## src/rtl/data_mem_arbiter.sv

```systemverilog
// Two-port round-robin arbiter and sequencer for a single-port synchronous-read data memory.
// Sub-word stores become a read-modify-write because the memory only has a whole-word write enable.
module data_mem_arbiter #(
  parameter int DATA_WIDTH = 32,
  parameter int ADDR_WIDTH = 10
) (
  input  logic                  clk,
  input  logic                  rst,
  input  logic                  p0_req_valid,
  output logic                  p0_req_ready,
  input  logic                  p0_req_we,
  input  logic [ADDR_WIDTH-1:0] p0_req_addr,
  input  logic [DATA_WIDTH-1:0] p0_req_wdata,
  input  logic [3:0]            p0_req_be,
  output logic                  p0_resp_valid,
  output logic [DATA_WIDTH-1:0] p0_resp_rdata,
  input  logic                  p1_req_valid,
  output logic                  p1_req_ready,
  input  logic                  p1_req_we,
  input  logic [ADDR_WIDTH-1:0] p1_req_addr,
  input  logic [DATA_WIDTH-1:0] p1_req_wdata,
  input  logic [3:0]            p1_req_be,
  output logic                  p1_resp_valid,
  output logic [DATA_WIDTH-1:0] p1_resp_rdata,
  output logic [ADDR_WIDTH-1:0] mem_a,
  output logic                  mem_we,
  output logic [DATA_WIDTH-1:0] mem_wd,
  input  logic [DATA_WIDTH-1:0] mem_rd,
  output logic                  busy
);

  typedef enum logic [2:0] {IDLE, ISSUE, RD_WAIT, RMW_WR, DONE} state_t;

  state_t                state_reg, state_next;
  logic                  last_grant_reg;
  logic                  owner_reg;
  logic                  we_reg;
  logic [ADDR_WIDTH-1:0] addr_reg;
  logic [DATA_WIDTH-1:0] wdata_reg;
  logic [3:0]            be_reg;
  logic [DATA_WIDTH-1:0] merged_reg;
  logic [DATA_WIDTH-1:0] p0_rdata_reg, p1_rdata_reg;

  logic                  grant_valid;
  logic                  grant_port;
  logic                  accept;
  logic                  resp_fire;
  logic                  load_resp;
  logic [DATA_WIDTH-1:0] be_mask;

  // Both requesting: the port that did not win last time gets the grant.
  always_comb begin
    grant_valid = p0_req_valid | p1_req_valid;
    if (p0_req_valid && p1_req_valid) begin
      grant_port = ~last_grant_reg;
    end else begin
      grant_port = p1_req_valid;
    end
  end

  assign accept       = (state_reg == IDLE) && grant_valid;
  assign p0_req_ready = accept && !grant_port;
  assign p1_req_ready = accept && grant_port;
  assign busy         = (state_reg != IDLE);

  for (genvar gi = 0; gi < 4; gi++) begin : g_lane_mask
    assign be_mask[8*gi +: 8] = {8{be_reg[gi]}};
  end

  always_comb begin
    state_next = state_reg;
    mem_a      = '0;
    mem_we     = 1'b0;
    mem_wd     = '0;
    resp_fire  = 1'b0;
    load_resp  = 1'b0;
    case (state_reg)
      IDLE: begin
        if (accept) begin
          state_next = ISSUE;
        end
      end
      ISSUE: begin
        mem_a = addr_reg;
        if (!we_reg) begin
          state_next = RD_WAIT;
        end else if (be_reg == 4'hF) begin
          mem_we     = 1'b1;
          mem_wd     = wdata_reg;
          state_next = DONE;
        end else if (be_reg == 4'h0) begin
          state_next = DONE;
        end else begin
          state_next = RD_WAIT;
        end
      end
      RD_WAIT: begin
        mem_a = addr_reg;
        if (!we_reg) begin
          resp_fire  = 1'b1;
          load_resp  = 1'b1;
          state_next = IDLE;
        end else begin
          state_next = RMW_WR;
        end
      end
      RMW_WR: begin
        mem_a      = addr_reg;
        mem_we     = 1'b1;
        mem_wd     = merged_reg;
        state_next = DONE;
      end
      DONE: begin
        mem_a      = addr_reg;
        resp_fire  = 1'b1;
        state_next = IDLE;
      end
      default: state_next = IDLE;
    endcase
  end

  // Load data is forwarded straight from the memory on the response cycle, then held.
  assign p0_resp_valid = resp_fire && !owner_reg;
  assign p1_resp_valid = resp_fire && owner_reg;
  assign p0_resp_rdata = (load_resp && !owner_reg) ? mem_rd : p0_rdata_reg;
  assign p1_resp_rdata = (load_resp && owner_reg) ? mem_rd : p1_rdata_reg;

  always_ff @(posedge clk or posedge rst) begin
    if (rst) begin
      state_reg      <= IDLE;
      last_grant_reg <= 1'b1;
      owner_reg      <= 1'b0;
      we_reg         <= 1'b0;
      addr_reg       <= '0;
      wdata_reg      <= '0;
      be_reg         <= '0;
      merged_reg     <= '0;
      p0_rdata_reg   <= '0;
      p1_rdata_reg   <= '0;
    end else begin
      state_reg <= state_next;
      if (accept) begin
        owner_reg      <= grant_port;
        last_grant_reg <= grant_port;
        we_reg         <= grant_port ? p1_req_we    : p0_req_we;
        addr_reg       <= grant_port ? p1_req_addr  : p0_req_addr;
        wdata_reg      <= grant_port ? p1_req_wdata : p0_req_wdata;
        be_reg         <= grant_port ? p1_req_be    : p0_req_be;
      end
      if (state_reg == RD_WAIT && we_reg) begin
        merged_reg <= (mem_rd & ~be_mask) | (wdata_reg & be_mask);
      end
      if (load_resp) begin
        if (owner_reg) begin
          p1_rdata_reg <= mem_rd;
        end else begin
          p0_rdata_reg <= mem_rd;
        end
      end
    end
  end

endmodule
```

## config.mk

```make
export PLATFORM = sky130hd
export DESIGN_NAME = data_mem_arbiter
export DESIGN_NICKNAME = d
export VERILOG_FILES = /design/src/rtl/data_mem_arbiter.sv
export SDC_FILE = /design/constraint.sdc
export NUM_CORES = 1
export LEC_CHECK = 0
export CORE_UTILIZATION = 45
export CTS_CLUSTER_SIZE = 8
export DETAILED_ROUTE_END_ITERATION = 6
export HOLD_SLACK_MARGIN = 0.15
export PLACE_DENSITY = 0.91
export SYNTH_ARGS = -nofsm -noshare
export SYNTH_HDL_FRONTEND = slang
export SYNTH_SLANG_ARGS = --single-unit
```

## constraint.sdc

```tcl
create_clock -name clk -period 6.15 [get_ports clk]
set_input_delay 1.23 -clock clk [delete_from_list [all_inputs] [get_ports clk]]
set_output_delay 1.23 -clock clk [all_outputs]
set_load 0.03 [all_outputs]
```

==> summary.md <==
| Metric | Value |
|---|---|
| CP required | 4.92 ns |
| Port Buffers | 241 |
| Switching pwr | 2.46 mW |
| Max-slew violations | 0 |
| Layout area overhead | 45.2% |
| Final antenna-violating net count | 0 |
| RSZ-0062 raised after global routing | false |
| Yosys cell types | 33 |
| Met2 wire length | 10.3 mm |
| RD Place Congestion | 0.839 |
| Internal power | 3.40 mW |
| Drt initial violations | 406 |
| CTS resizes | 0 |
| Final period util | 76.6% |
| Final instance area | 9790 µm² |
| Final WL | 20.8 mm |
| DR top layer | met4 |
| Multi-input gate area | 2800 µm² |
| DR WL/cell | 21.1 µm |
| I/O Pins | 242 |
| Place WS | 1.88 ns |
| Htree depth | 4 |
| Via-to-Cell Ratio | 5.77 |
| Predominant post-synthesis flop cell | dfrtp_1 |
| Clk sinks | 148 |
| Crit path DAT | 3.48 ns |
| First-pass GRT wire length | 32.9 mm |
| Worst Tran Pin Value | 0.992 ns |
| Fillcell total | 1076 |
| Initial antenna violation count | 0 |
| Longest Clk Path Bufs | 2 |
| Yosys warnings | 0 |
| Largest family of logic cells by synthesized area | multiplexers |
| Dpl hpwl | 13.9 mm |
| Max VDD drop | 0.385 mV |
| Worst setup margin | 1.44 ns |
| #FFs+latches synth | 148 |
| Number of buffers inserted by hold repair at cts | 0 |
| Post-layout util | 67.1% |
| Vias | 5714 |
| Sw Ratio | 42.0% |
| Number of inserted diodes | 0 |
| Clock tree from TritonCTS | yes |
| All-layer global routing usage | 27.5% |
| Worst hold path type | reg -> reg |
| Mux contribution to synthesized area | 15.6% |
| Mapped Cells | 576 |
| Combinational share of power | 52.3% |
| Tot Pwr | 5.85 mW |
| Reg2reg path depth | 4 |
| Min Tclk post-route | 4.71 ns |
| DIE WIDTH | 124 µm |
| Synth Area in Adders | 0% |
| Leak Pwr | 4.05 nW |
| Die ar. | 15500 µm² |
| Placed cell area | 9230 µm² |
| Syn_area_per_cell | 11.7 µm² |
| Clock Latency Late Sink | 0.42 ns |
| Worst Setup Path Type | reg -> out |
| # rows | 44 |
| Share of cells above drive strength 1 | 13.6% |
| Clock tree root driver cell | clkbuf_16 |
| Metal-1 WL | 8.70 mm |
| Sequential share of the synthesized area | 54.9% |
| Leading cell type in the layout, fill and taps excluded | clkdlybuf4s50_1 |
| Ys async rst share | 100% |
| Final setup skew | 0.00816 ns |
| Residual DRC | 0 |
| Max Clk Rate | 212 MHz |
| CP max FO | 25 |
| Grt ovf | 0 |
| Post-synth EDFFs | 0 |
| Pin count of the biggest net entering global routing | 105 |
| Hold_ws | 0.481 ns |
| MaxCap Viol Count | 0 |
| Setup crit start kind | flop |
| Sequential share of power | 30.8% |
| Cell Area, Synth | 6750 µm² |
| Highest-count cells in the layout ignoring fill and taps | clkdlybuf4s50_1, dfrtp_1, mux2_2 |
| Outcome | finished clean |
| Post-route insts no fill | 990 |
| Met3 WL | 1.33 mm |
| Clock power share | 16.9% |
| Vias in the first global route | 5919 |
| Number of setup buffers added after CTS | 0 |
| Critical path endpoint category | output port |
| Max transition margin | 33.7% |
| Initial DRT Pass Iterations | 5 |
| Initial Utilization | 46.3% |
| Layout Nets | 923 |
| Die Y | 124 µm |
| Synth Area in XOR/XNOR | 0% |
| Simple-gate share of the synthesized area | 11.4% |
| Final Setup Violations | 0 |
| Fin. Hold Viols | 0 |
| PD cells | 598 nW/µm² |
| CTS clk-pin slew, worst paths | 0.06 ns |
| Syn_nets | 706 |
| Setup TNS Final | 0 ns |
| FF+latch area | 3700 µm² |
| DP Cell Count | 958 |
| CTS buffer count | 17 |
| Hold Path Stages | 1 |
| Fraction of the mapped netlist area in compound gates | 14.1% |
| Core Box Area | 14600 µm² |
==> per-layer routing <==
| layer | vias to the layer above | GRT usage [%] |
|---|---|---|
| met5 | - | 0 |
| met4 | 0 | 10.3 |
| met3 | 33 | 6.01 |
| met2 | 249 | 46.1 |
| met1 | 2875 | 34.9 |
| li1 | 2557 | - |
==> area by class of cell <==
type,instances,area share (%)
flip-flops and latches,148,37.8
inverters,3,0.166
clock buffers,21,4.70
clock inverters,11,1.06
repair buffers,251,25.3
multi-input cells,372,28.6
well taps,184,2.35
==> power groups by stage <==
stage	combinational [mW]	clock [mW]	sequential, mW
CTS	3.08	1.00	1.80
global placement	3.00	0	1.79
global route	3.24	1.04	1.85
detailed placement	3.07	0	1.81
floorplan	2.07	0	1.62
finish	3.06	0.989	1.80
==> final timing paths <==
path,endpoint,slack (ns),start
min in group asynchronous,p0_rdata_reg[31],1.38,rst
max in group asynchronous,merged_reg[4],3.59,rst
hold / removal,p0_rdata_reg[22],0.48,p0_rdata_reg[22]
hold reg to reg,p0_rdata_reg[22],0.48,p0_rdata_reg[22]
setup reg to reg,p1_rdata_reg[27],3.81,state_reg[2]
setup / recovery,mem_wd[12],1.44,be_reg[2]
==> cell families after synthesis <==
group	after synthesis
compound gates	117
buf+inv	56
flops	148
mux	97
simple gates	158
==> synthesized netlist by cell type, types with 3 or more instances <==
master    count  share of area, %
mux2_2       56               9.3
mux2i_1      33               4.9
nor3_1       48               3.6
mux2_1        8               1.3
and3_1       11               1.0
a221o_1      47               7.0
buf_2        30               2.2
a21oi_1      32               2.4
a22o_1       32               4.2
buf_6         3              0.50
dfrtp_1     147                55
clkbuf_1     18               1.0
nor2_1       36               2.0
nand2_1      49               2.7
==> critical path, cell delays in order (launching register included) <==
cell and delay [ns]:
dfrtp_1 0.74, nand4_1 0.31, nor4b_4 0.65, buf_4 0.47, a22o_1 0.21, clkdlybuf4s50_1 0.67
No activity file was read; power rests on OpenSTA's default activity.
